[src/rtl/cenn_pixel_out.sv]
// Converts the signed fixed-point CeNN state stream into tagged 8-bit grayscale pixels:
// clamp/offset stage, rescale stage, then a show-ahead FIFO behind a ready/valid handshake.
module cenn_pixel_out #(
    parameter int width          = 15,
    parameter int bit_fractional = 9,
    parameter int length_column  = 1024,
    parameter int length_row     = 768,
    parameter int fifo_depth     = 4
) (
    input  logic             clk,
    input  logic             rst_n,
    input  logic             valid_in,
    input  logic [width-1:0] cenn_in,
    output logic             in_ready,
    output logic [7:0]       pixel_out,
    output logic             valid_out,
    input  logic             ready_in,
    output logic             sof_out,
    output logic             eol_out,
    output logic             overflow
);

    localparam int SW = bit_fractional + 2;
    localparam int XW = bit_fractional + 10;
    localparam int CW = (length_column > 1) ? $clog2(length_column) : 1;
    localparam int RW = (length_row > 1) ? $clog2(length_row) : 1;
    localparam int PW = $clog2(fifo_depth);
    localparam int NW = $clog2(fifo_depth + 1);
    localparam int OW = $clog2(fifo_depth + 3);
    localparam logic signed [width-1:0] POS_ONE = width'(2 ** bit_fractional);
    localparam logic signed [width-1:0] NEG_ONE = -POS_ONE;

    typedef struct packed {
        logic       sof;
        logic       eol;
        logic [7:0] pixel;
    } entry_t;

    logic                    s1_valid_q, s1_valid_d;
    logic [SW-1:0]           s1_s_q, s1_s_d;
    logic                    s1_sof_q, s1_sof_d;
    logic                    s1_eol_q, s1_eol_d;
    logic                    s2_valid_q, s2_valid_d;
    entry_t                  s2_entry_q, s2_entry_d;
    logic [CW-1:0]           col_q, col_d;
    logic [RW-1:0]           row_q, row_d;
    logic [PW-1:0]           wr_ptr_q, wr_ptr_d;
    logic [PW-1:0]           rd_ptr_q, rd_ptr_d;
    logic [NW-1:0]           count_q, count_d;
    logic                    overflow_q, overflow_d;
    entry_t                  mem_q [fifo_depth];
    entry_t                  mem_d [fifo_depth];

    logic signed [width-1:0] cenn_s;
    logic signed [width-1:0] yc;
    logic [OW-1:0]           occupancy;
    logic                    accept;
    logic                    push;
    logic                    pop;
    entry_t                  head;

    function automatic logic [PW-1:0] ptr_next(input logic [PW-1:0] ptr);
        return (ptr == PW'(fifo_depth - 1)) ? '0 : ptr + PW'(1);
    endfunction

    assign cenn_s = cenn_in;

    always_comb begin
        // Everything in flight counts against the FIFO, so a stalled sink can never overrun it.
        occupancy = OW'(count_q) + OW'(s1_valid_q) + OW'(s2_valid_q);
        in_ready  = occupancy < OW'(fifo_depth);
        accept    = valid_in && in_ready;
        push      = s2_valid_q;
        pop       = (count_q != '0) && ready_in;

        if (cenn_s > POS_ONE)      yc = POS_ONE;
        else if (cenn_s < NEG_ONE) yc = NEG_ONE;
        else                       yc = cenn_s;

        s1_valid_d = accept;
        s1_s_d     = SW'(yc + POS_ONE);
        s1_sof_d   = (row_q == '0) && (col_q == '0);
        s1_eol_d   = (col_q == CW'(length_column - 1));

        col_d = col_q;
        row_d = row_q;
        if (accept) begin
            if (col_q == CW'(length_column - 1)) begin
                col_d = '0;
                row_d = (row_q == RW'(length_row - 1)) ? '0 : row_q + RW'(1);
            end else begin
                col_d = col_q + CW'(1);
            end
        end

        s2_valid_d       = s1_valid_q;
        s2_entry_d.pixel = 8'((XW'(s1_s_q) * XW'(255) + XW'(2 ** bit_fractional)) >> (bit_fractional + 1));
        s2_entry_d.sof   = s1_sof_q;
        s2_entry_d.eol   = s1_eol_q;

        mem_d = mem_q;
        if (push) mem_d[wr_ptr_q] = s2_entry_q;
        wr_ptr_d = push ? ptr_next(wr_ptr_q) : wr_ptr_q;
        rd_ptr_d = pop ? ptr_next(rd_ptr_q) : rd_ptr_q;

        case ({push, pop})
            2'b10:   count_d = count_q + NW'(1);
            2'b01:   count_d = count_q - NW'(1);
            default: count_d = count_q;
        endcase

        overflow_d = overflow_q | (valid_in & ~in_ready);

        head      = mem_q[rd_ptr_q];
        valid_out = (count_q != '0);
        pixel_out = valid_out ? head.pixel : 8'd0;
        sof_out   = valid_out && head.sof;
        eol_out   = valid_out && head.eol;
        overflow  = overflow_q;
    end

    always_ff @(posedge clk or negedge rst_n) begin
        if (!rst_n) begin
            s1_valid_q <= 1'b0;
            s1_s_q     <= '0;
            s1_sof_q   <= 1'b0;
            s1_eol_q   <= 1'b0;
            s2_valid_q <= 1'b0;
            s2_entry_q <= '0;
            col_q      <= '0;
            row_q      <= '0;
            wr_ptr_q   <= '0;
            rd_ptr_q   <= '0;
            count_q    <= '0;
            overflow_q <= 1'b0;
        end else begin
            s1_valid_q <= s1_valid_d;
            s1_s_q     <= s1_s_d;
            s1_sof_q   <= s1_sof_d;
            s1_eol_q   <= s1_eol_d;
            s2_valid_q <= s2_valid_d;
            s2_entry_q <= s2_entry_d;
            col_q      <= col_d;
            row_q      <= row_d;
            wr_ptr_q   <= wr_ptr_d;
            rd_ptr_q   <= rd_ptr_d;
            count_q    <= count_d;
            overflow_q <= overflow_d;
        end
    end

    // NOTE: storage has no reset; stale entries are never visible because outputs are gated by count.
    always_ff @(posedge clk) begin
        mem_q <= mem_d;
    end

endmodule

[config.mk]
export PLATFORM = sky130hd
export DESIGN_NAME = cenn_pixel_out
export DESIGN_NICKNAME = d
export VERILOG_FILES = /design/src/rtl/cenn_pixel_out.sv
export SDC_FILE = /design/constraint.sdc
export NUM_CORES = 1
export LEC_CHECK = 0
export BUFFER_PORTS_ARGS = -buffer_cell sky130_fd_sc_hd__buf_4
export CORE_ASPECT_RATIO = 0.7
export CORE_UTILIZATION = 25
export CTS_CLUSTER_SIZE = 8
export DETAILED_ROUTE_END_ITERATION = 12
export HOLD_SLACK_MARGIN = 0.15
export PLACE_DENSITY_LB_ADDON = 0.12
export SLEW_MARGIN = 30
export SYNTH_ARGS = -nofsm -noshare
export SYNTH_HDL_FRONTEND = slang
export SYNTH_SLANG_ARGS = --single-unit
[constraint.sdc]
create_clock -name clk -period 7.9 [get_ports clk]
set_input_delay 1.58 -clock clk [delete_from_list [all_inputs] [get_ports clk]]
set_output_delay 1.58 -clock clk [all_outputs]
set_load 0.005 [all_outputs]
== Word-level counts from Yosys, hierarchy flattened ==
Index checks and enable logic that the tools add are counted.

* Bitwise logic cells: 5
* Eq/ne operators: 6
* Add/subtract/negate cells: 10
* $mul: 1
* Reduce and logical (&&, ||, !) cells: 11
* Mux-type cells: 14
* $lt $le $gt $ge: 6

{| class="wikitable"
|+ Operators with widths
! operator !! count
|-
| 10-bit 2-to-1 mux || 5
|-
| 40-bit bitwise mux || 1
|-
| 11-bit 2-to-1 mux || 2
|-
| 10-bit by 1-bit adder with 10-bit output, second input constant || 2
|-
| 10-bit binary-select mux with 2-bit select || 1
|-
| 10-bit demux with 2-bit select || 1
|-
| 10-bit equality test, second input constant || 2
|-
| 10-bit zero test || 2
|-
| 18-bit by 10-bit adder with 18-bit output, second input constant || 1
|-
| 11-bit by 8-bit multiplier with 18-bit output, second input constant || 1
|-
| 15-bit by 11-bit greater-than comparator with 1-bit output, second input constant || 1
|-
| 15-bit by 10-bit less-than comparator with 1-bit output, second input constant || 1
|-
| 11-bit adder, second input constant || 1
|-
| 8-bit 2-to-1 mux || 1
|-
| 3-bit by 1-bit adder with 3-bit output || 2
|-
| 2-bit equality test, second input constant || 3
|-
| 3-bit >= comparator, second input constant || 2
|-
| 1-bit logical AND || 6
|-
| 2-bit inverter with 3-bit output || 2
|-
| 3-bit one-hot mux with 2 select lines || 1
|-
| 2-bit by 1-bit adder with 2-bit output, second input constant || 2
|-
| 2-bit 2-to-1 mux || 2
|-
| 3-bit by 1-bit adder with 3-bit output, second input constant || 1
|-
| 3-bit by 1-bit less-than comparator with 1-bit output, second input constant || 1
|-
| 9 further kinds || 9
|}

* Logic and storage cells: 79
* Input bits: 19
* Output and inout bits: 13
* Register bits: 93

== Depth between registers and ports, before layout ==
Gate-level depths: netlist of run 1.

* Word-level depth: 6
* Mapped depth: 15
* Mapped depth without buffers: 15

== Worst setup path before layout of run 1 ==
No wires, ideal clock.

* Path type: reg2reg
* Start: register s1_s_q[6]
* End: register s2_entry_q[5] (netlist bit)
* Path buffers: 0
* Stages on the path, launching flop included: 15
* Period minus slack after synthesis: 4,196 ps
* Data required time: 7,813 ps
* Data arrival time: 4,109 ps
* Path slack: 3,704 ps
* Cell sequence: dfrtp_1 -> fa_1 -> inv_1 -> fa_1 -> inv_1 -> fa_1 -> inv_1 -> fa_1 -> inv_1 -> ha_1 -> and3_1 -> and3_1 -> a221o_1 -> a22o_1 -> a211oi_2

{| class="wikitable"
|+ RTL lines
! element !! line !! text
|-
| from (decl) || 40 || <nowiki>logic [SW-1:0] s1_s_q, s1_s_d;</nowiki>
|-
| from (signal assigned) || 138 || <nowiki>s1_s_q <= s1_s_d;</nowiki>
|-
| to (signal assigned) || 142 || <nowiki>s2_entry_q <= s2_entry_d;</nowiki>
|-
| to (decl) || 44 || <nowiki>entry_t s2_entry_q, s2_entry_d;</nowiki>
|}

==> impl_metrics.toml, run 1 <==
[global_route]
grt-ovfl-total = 0
grt_pass1_wl_um = 19100
grt_pass1_vias = 3564
grt_max_degree = 54
antenna_found_initial = 0
groute.usage.overall_pct = 10.2

[job]
maxCapViolCount = 0

[power_and_ir_drop]
ir_worst_vdd_mv = 0.107
pwr-share-seq_pct = 44.1
swShare_pct = 31.1
comb_power_share_pct = 26.8
internal_power_mw = 1.06
powerDensity_mw_per_mm2 = 225
switchingPower_mw = 0.478
clkPwrFrac_pct = 29.1
p_leak_nw = 3.11

[detailed_routing]
drc = 0
via_per_inst = 4.07
drt_iter0_drc = 126
totalWireLength_um = 11300
routedWlPerCell_um = 13.3
via_count = 3441
drtPass1Iterations = 4
ant_nets = 0

[floorplanning]
initial_utilization_pct = 25.9
std_cell_rows = 46
die_area_mm2 = 0.0244
die_h_um = 131
die_x_um = 186
core_region_area_mm2 = 0.0230
io_pins = 32

[synth]
ys_seq_area_share_pct = 42.5
synth_nets = 606
synth.largest_area_cell = "dfrtp_1"
ys_ff_latch = 93
async_flop_share_pct = 57.0
synth_edf_count = 40
synthMuxAreaShare_pct = 5.01
yosys-top-cells-area = "dfrtp_1 22%, edfxtp_1 20%, fa_1 15%"
synth-simple-area-share_pct = 12.1
synth_xor_area_share_pct = 3.24
synth_top_area_share_pct = 22.3
synth_top_family_by_area = "adder cells"
synth_cell_types = 50
synth_warnings = 0
synth_compound_area_share_pct = 4.97
netlist_area_mm2 = 0.00594
ys.flop_type = "dfrtp_1"
synthAdderAreaFrac_pct = 25.8
syn_area_per_cell_um2 = 12.1
synthCells = 491

[final_layout]
fin_cells = 845
mostFrequentLayoutCell = "inv_1"
syn2layout_area_growth_pct = 15.2
final_cell_mix = "92 x inv_1, 53 x dfrtp_1, 52 x ha_1"
n_antenna_cell = 0
drive_gt1_share_pct = 13.5
final_nets = 643

[clock_network]
clock_sinks = 93
cts_hold_buf = 0
cts_root_buf = "clkbuf_16"
cts_max_level = 3
post_cts_buffers = 0
cts_buffer_depth = 2
cts_tree = "yes"
clkTransAtPathRegs_ns = 0.07
numCtsBuffers = 9
postCtsResizedCells = 0
worstSkewPairLatency_ns = 0.34

[sta]
fin_worst_skew_ns = 0.00798
clock.fmax_mhz = 226
fin_tns_setup_ns = 0
finalMaxSlewViolations = 0
slew_headroom_pct = 49.1
post-route-min-period_ns = 4.43
rsz0062_at_grt = "no"
finalSetupViolations = 0
finalHoldViolations = 0
worst_pin_slew_ns = 0.764
min_period_over_period_pct = 56.1

[min_path]
worstHoldPathType = "flop to flop"

[place]
io_buffers = 31
dp_cells = 829
gp_routability_congestion = 0.738
dp_hpwl_um = 8920

[setup_path]
end_kind = "flop"
crit_type = "flop to flop"
path_max_fanout = 5
cp.arrival_ns = 4.69
start_kind = "flop"
cp.required_ns = 8.16

[outcome]
status = "complete, no violations"
[stage by stage]
stage                     hold slack [ns]  total power, mW  utilization (%)  area (um^2)  setup slack (ns)
after floorplan                     0.331            0.945                -         5940              3.70
after global routing                0.356             1.65             29.8         6850              3.20
final                               0.348             1.54             29.8         6850              3.47
after detailed placement            0.336             1.11             28.5         6530              3.49
after CTS                           0.351             1.57             29.8         6850              3.47
after global placement              0.333             1.10             28.5         6530              3.54
[registers in the layout, summed over array words and instances, names as in the netlist]
signal / count
col_q: 10
row_q: 10
s1_eol_q: 1
push: 1
wr_ptr_q: 2
s2_entry_q: 10
count_q: 3
s1_valid_q: 1
overflow: 1
s1_s_q: 11
rd_ptr_q: 2
s1_sof_q: 1
mem_q: 40
[worst paths after layout]
path                                start       endpoint  slack (ns)  depth (start not counted)
worst min register to register   s1_eol_q  s2_entry_q[8]        0.35                          0
worst min-delay path             s1_eol_q  s2_entry_q[8]        0.35                          0
worst max register to register  s1_s_q[3]  s2_entry_q[5]        3.47                         14
worst max-delay path            s1_s_q[3]  s2_entry_q[5]        3.47                         14
max in group asynchronous           rst_n       row_q[2]        6.11                          1
min in group asynchronous           rst_n    rd_ptr_q[0]        1.29                          1
[routing by layer]
| metal | up-vias | wire length, um | track usage, % |
|---|---|---|---|
| met5 | - | 0 | 0 |
| met4 | 0 | 102 | 2.46 |
| met3 | 6 | 352 | 2.63 |
| met2 | 42 | 4540 | 14.4 |
| met1 | 1664 | 6280 | 15.5 |
| li1 | 1729 | - | - |
[synth_stat cells (3+ instances only)]
cell and count:
mux4_2 10, nand4_1 8, nand3_1 12, nor4_1 3
nor2b_1 10, nor2_1 17, nor4b_1 3, and3_1 6
o21ai_0 11, edfxtp_1 40, a21o_1 8, xnor2_1 12
nor3_1 8, xor2_1 10, mux2i_1 5, inv_1 92
nand2_1 19, a21oi_1 8, dfrtp_1 53, fa_1 44
ha_1 52, nand3b_1 3, and2_1 17, o211ai_1 3
or3_1 5
[worst max-delay path, cell delays in order (launching register included)]
cell and delay [ns]:
dfrtp_1 0.47, inv_1 0.14, fa_1 0.54, fa_1 0.52, inv_1 0.05, fa_1 0.53
inv_1 0.05, fa_1 0.53, inv_1 0.04, ha_1 0.34, and3_1 0.20, and3_1 0.20
a221o_1 0.36, a22o_1 0.24, a211oi_2 0.14
[layout make-up]
cell class | instances | area [um^2]
fill | 2357 | 16100
multi-input combinational | 300 | 3030
sequential | 93 | 2530
tap | 312 | 390
inverter | 93 | 349
timing repair buffer | 31 | 233
clock buffer | 9 | 225
clock inverter | 7 | 86.3
[cells by family (layout without fill, tap and decap cells)]
family                     count (synthesis)  count (layout)
adders and majority gates                 96              96
DFF                                       93              93
AOI/OAI and AO/OA                         43              43
buffers and inverters                     98             140
muxes                                     17              17
xor gates and xnor gates                  22              22
and+or+nand+nor                          122             122
[power groups by stage]
stage | Combinational [mW] | Clock (mW) | Sequential [mW]
detailed placement | 0.421 | 0 | 0.693
global placement | 0.415 | 0 | 0.686
CTS | 0.423 | 0.466 | 0.683
finish | 0.412 | 0.447 | 0.677
floorplan | 0.301 | 0 | 0.644
global route | 0.468 | 0.485 | 0.694
Note: power is estimated with default switching activity, not from simulation.
==> run 2: changes to the inputs <==
- ABC_AREA: default -> 1
- clock period: 7.9 -> 3.85 ns (I/O delays scaled with it)
==> impl_metrics.toml, run 2 <==
[synth]
netlist_area_mm2 = 0.00622
ys_seq_area_share_pct = 40.7
syn_area_per_cell_um2 = 9.34
synth_warnings = 0
synth_cell_types = 35
yosys-top-cells-area = "dfrtp_1 21%, edfxtp_1 19%, fa_1 14%"
async_flop_share_pct = 57.0
synth_nets = 781
ys.flop_type = "dfrtp_1"
synth_top_area_share_pct = 21.3
synth_most_common_cell = "inv_1"
synth.largest_area_cell = "dfrtp_1"
ys_top_cells_by_count = "128 x inv_1, 104 x nand2_1, 68 x nor2_1, 53 x dfrtp_1, 52 x ha_1"
synthCells = 666
synth_edf_count = 40
ys_ff_latch = 93

[final_layout]
top_regs = "mem_q x40, s1_s_q x11"
utilization_pct = 31.8
drive_gt1_share_pct = 20.8
final_nets = 851
nFillCells = 2496
largest_register_ffs = 40
mostFrequentLayoutCell = "inv_1"
syn2layout_area_growth_pct = 22.8
final_cell_mix = "119 x inv_1, 95 x nand2_1, 67 x buf_4"
n_antenna_cell = 0
largest_register = "mem_q"

[setup_path]
end_kind = "flop"
cp-endpoint = "s2_entry_q[0]"
timing.rr.start = "s1_s_q[5]"
reg2reg_setup_slack_ns = 0.12
start_kind = "flop"
cp-startpoint = "s1_s_q[5]"
path_max_fanout = 4
r2r-end = "s2_entry_q[0]"
rr_worst_depth = 12
cp.required_ns = 4.09
cp.arrival_ns = 3.97
crit_type = "flop to flop"

[clock_network]
cts_root_buf = "clkbuf_16"
cts_hold_buf = 0
clkTransAtPathRegs_ns = 0.07
worstSkewPairLatency_ns = 0.34
numCtsBuffers = 9
cts_buffer_depth = 2
cts_tree = "yes"
cts_max_level = 3
clock_sinks = 93

[place]
dp_hpwl_um = 10100
io_buffers = 31
gp_routability_congestion = 0.778

[sta]
hold_slack_ns = 0.355
post-route-min-period_ns = 3.73
clock.fmax_mhz = 268
finalHoldViolations = 0
slew_headroom_pct = 52.1
min_period_over_period_pct = 96.9
worst_pin_slew_ns = 0.718
fin_worst_skew_ns = 0.00758
rsz0062_at_grt = "yes"
finalMaxSlewViolations = 0
finalSetupViolations = 0

[floorplanning]
die_h_um = 134
die_x_um = 190
std_cell_rows = 47
die_area_mm2 = 0.0255
io_pins = 32
core_region_area_mm2 = 0.0240
initial_utilization_pct = 25.9

[detailed_routing]
totalWireLength_um = 13200
highest_layer = "met4"
drc = 0
via_per_inst = 4.09
drtPass1Iterations = 4
drt_iter0_drc = 253
dr_wl_met3_um = 368
ant_nets = 0
dr_wl_met2_um = 5690
via_count = 4333
routedWlPerCell_um = 12.5
drt-met1-wl_um = 7030

[power_and_ir_drop]
power_mw = 4.40
powerDensity_mw_per_mm2 = 576
p_leak_nw = 3.54
ir_worst_vdd_mv = 0.226

[job]
maxCapViolCount = 0

[global_route]
groute.usage.overall_pct = 11.3
grt_pass1_vias = 4533
grt-ovfl-total = 0
grt_max_degree = 54
antenna_found_initial = 0
grt_pass1_wl_um = 22600

[min_path]
worstHoldPathType = "flop to flop"

[outcome]
status = "complete, no violations"
run 2: cell type report:
class / count / area [um^2] / share of cell area [%]
Clock buffer: 9 / 225 / 2.95
Sequential cell: 93 / 2530 / 33.2
Clock inverter: 7 / 73.8 / 0.967
Timing Repair Buffer: 69 / 526 / 6.88
Inverter: 130 / 488 / 6.39
Multi-Input combinational cell: 433 / 3390 / 44.4
Tap cell: 318 / 398 / 5.21
run 2: cell families after synthesis:
| kind of cell | after synthesis | share of synthesized area (%) |
|---|---|---|
| xor gates and xnor gates | 18 | 2.54 |
| buffers and inverters | 140 | 8.63 |
| DFF | 93 | 40.7 |
| adders and majority gates | 96 | 24.6 |
| AOI/OAI and AO/OA | 82 | 6.94 |
| and+or+nand+nor | 237 | 16.6 |
run 2: repair_timing:
item,in CTS,in global routing
resized for setup,9,61
buffers inserted,0,6
hold endpoints to repair,0,0
pin swaps,2,41
cloned,0,0
setup endpoints to repair,6,8
run 2: how the worst min path moves through the flow:
stage / from / endpoint / slack [ns] / depth (start not counted)
after floorplan: s1_eol_q / s2_entry_q[8] / 0.33 / 0
after global placement: s1_sof_q / s2_entry_q[9] / 0.33 / 0
after detailed placement: s1_sof_q / s2_entry_q[9] / 0.34 / 0
after CTS: s1_sof_q / s2_entry_q[9] / 0.36 / 0
after global routing: s1_sof_q / s2_entry_q[9] / 0.38 / 0
final: s1_sof_q / s2_entry_q[9] / 0.36 / 0
run 2: routing by layer:
| metal | vias up | global-route usage [%] |
|---|---|---|
| met3 | 11 | 2.15 |
| met2 | 54 | 17.6 |
| met4 | 0 | 2.53 |
| li1 | 2255 | - |
| met1 | 2013 | 16.0 |
| met5 | - | 0 |
run 2: per-stage QoR:
| step | setup TNS [ns] | instance area, um^2 | instances | setup slack [ns] |
|---|---|---|---|---|
| finish | 0 | 7640 | 1059 | 0.119 |
| global route | -0.00888 | 7640 | 1059 | -0.00518 |
| CTS | 0 | 7390 | 1054 | 0.000525 |
| detailed placement | -0.296 | 7050 | 1038 | -0.116 |
| global placement | -0.225 | 7050 | 1038 | -0.0934 |
| floorplan | 0 | 6220 | 666 | 0.0265 |
run 2: critical path, stage by stage, from the launching register on:
cell and delay (ns):
dfrtp_2 0.44, fa_2 0.64, buf_6 0.11, fa_2 0.42, fa_1 0.48, inv_1 0.05, fa_2 0.53, inv_2 0.04
ha_4 0.28, nand2_2 0.10, o21ai_2 0.19, a21oi_1 0.07, xnor2_1 0.26
run 2: power by group:
part	internal (mW)	leakage, nW	switching (mW)	total, mW
Clock	0.507	0.143	0.396	0.903
Combinational	0.879	2.39	1.14	2.02
Sequential	1.30	1.01	0.177	1.48
==> run 3: changes to the inputs <==
- CORE_UTILIZATION: 25 -> 30
==> impl_metrics.toml, run 3 (synthesis results as in run 2) <==
[outcome]
status = "complete, no violations"

[sta]
post-route-min-period_ns = 3.72
finalSetupViolations = 0
hold_slack_ns = 0.355
finalMaxSlewViolations = 0
worst_pin_slew_ns = 0.709
slew_headroom_pct = 52.8
fin_worst_skew_ns = 0.00514
clock.fmax_mhz = 269
min_period_over_period_pct = 96.7
finalHoldViolations = 0

[floorplanning]
die_area_mm2 = 0.0213
die_h_um = 122
core_region_area_mm2 = 0.0201
initial_utilization_pct = 31.0
io_pins = 32
die_x_um = 174
std_cell_rows = 43

[setup_path]
end_kind = "flop"
r2r-end = "s2_entry_q[6]"
timing.rr.start = "s1_s_q[8]"
rr_worst_depth = 15
start_kind = "flop"
cp.arrival_ns = 3.97
crit_type = "flop to flop"
reg2reg_setup_slack_ns = 0.13
path_max_fanout = 5
cp.required_ns = 4.09

[final_layout]
mostFrequentLayoutCell = "inv_1"
n_antenna_cell = 0
fin_cells = 1008
largest_register = "mem_q"
nFillCells = 2018
final_nets = 848
largest_register_ffs = 40
syn2layout_area_growth_pct = 21.4
finalInstanceArea_mm2 = 0.00755
top_regs = "mem_q x40, s1_s_q x11"
drive_gt1_share_pct = 18.6
final_cell_mix = "124 x inv_1, 99 x nand2_1, 64 x nor2_1, 64 x buf_4, 48 x dfrtp_1"

[global_route]
grt-ovfl-total = 0
grt_max_degree = 54
groute.usage.overall_pct = 12.6
grt_pass1_wl_um = 21000
grt_pass1_vias = 4262
antenna_found_initial = 0

[min_path]
worstHoldEndpoint = "s2_entry_q[9]"
hold_depth = 0
worstHoldPathType = "flop to flop"
holdCritStartpoint = "s1_sof_q"

[power_and_ir_drop]
powerDensity_mw_per_mm2 = 584
power_mw = 4.41
ir_worst_vdd_mv = 0.227
p_leak_nw = 3.54

[clock_network]
clkTransAtPathRegs_ns = 0.07
worstSkewPairLatency_ns = 0.35
numCtsBuffers = 9
cts_root_buf = "clkbuf_16"
cts_buffer_depth = 2
cts_hold_buf = 0
clock_sinks = 93
cts_max_level = 3
cts_tree = "yes"

[detailed_routing]
totalWireLength_um = 12600
via_count = 4339
drc = 0
ant_nets = 0
drtPass1Iterations = 4
via_per_inst = 4.30
routedWlPerCell_um = 12.5
drt_iter0_drc = 188

[place]
postPlaceCellArea_mm2 = 0.00697
dp_cells = 988
io_buffers = 31
gp_routability_congestion = 0.806
dp_hpwl_um = 9500

[job]
maxCapViolCount = 0
-- run 3: cell count changes in the layout (fill, tap and decap cells not counted), moves of 3 or more --
cell and change:
inv_1 +5, inv_2 -5, nand2_1 +4, nor2_1 +4, nor2_2 -4, a21oi_2 +3, buf_4 -3, nand2_2 -3
-- run 3: layer usage --
metal | GRT usage [%] | part of all wire, % | vias up
met5 | 0 | 0 | -
met4 | 3.89 | 1.4 | 0
met3 | 2.54 | 2.3 | 13
met2 | 19.2 | 42 | 46
met1 | 18.1 | 54 | 2035
li1 | - | - | 2245
-- run 3: how the worst max path moves through the flow --
stage / start / to / slack, ns
6_report: s1_s_q[8] / s2_entry_q[6] / 0.13
4_1_cts: s1_s_q[8] / s2_entry_q[6] / 0.0005
3_3_place_gp: s1_s_q[6] / s2_entry_q[7] / -0.09
3_5_place_dp: s1_s_q[6] / s2_entry_q[7] / -0.11
5_1_grt: s1_s_q[9] / s2_entry_q[6] / -0.02
2_1_floorplan: s1_s_q[6] / s2_entry_q[7] / 0.03
-- run 3: critical path, stage by stage, from the launching register on --
cell and delay, ns:
dfrtp_2 0.46, fa_2 0.63, fa_1 0.45, fa_1 0.49, inv_1 0.05, fa_1 0.52, inv_1 0.06, ha_4 0.25
a21oi_2 0.16, nor2_2 0.05, nor2_2 0.12, nor2_1 0.06, nor2_1 0.14, nand2_1 0.07, nand2_1 0.05, nand2_1 0.04
-- run 3: area by class of cell --
| cell class | instances | area (um^2) | share of cell area [%] |
|---|---|---|---|
| flip-flops and latches | 93 | 2530 | 33.6 |
| multi-input cells | 433 | 3350 | 44.4 |
| well taps | 270 | 338 | 4.48 |
| inverters | 130 | 488 | 6.46 |
| clock buffers | 10 | 239 | 3.17 |
| repair buffers | 66 | 503 | 6.66 |
| clock inverters | 6 | 93.8 | 1.24 |
-- run 3: through the flow --
stage	utilization (%)	worst slack (ns)	setup TNS [ns]
2_1_floorplan	-	0.0265	0
3_3_place_gp	34.7	-0.0924	-0.161
3_5_place_dp	34.7	-0.109	-0.248
4_1_cts	36.5	0.000483	0
5_1_grt	37.6	-0.0163	-0.0330
6_report	37.6	0.127	0
-- run 3: what timing repair did --
action,4_1_cts,5_1_grt
setup endpoints to repair,6,8
setup buffers,0,4
pin swaps,2,25
resized for setup,9,42
-- run 3: where the power goes --
| group | switching (mW) | internal [mW] |
|---|---|---|
| clock | 0.388 | 0.593 |
| sequential | 0.173 | 1.30 |
| combinational | 1.08 | 0.869 |
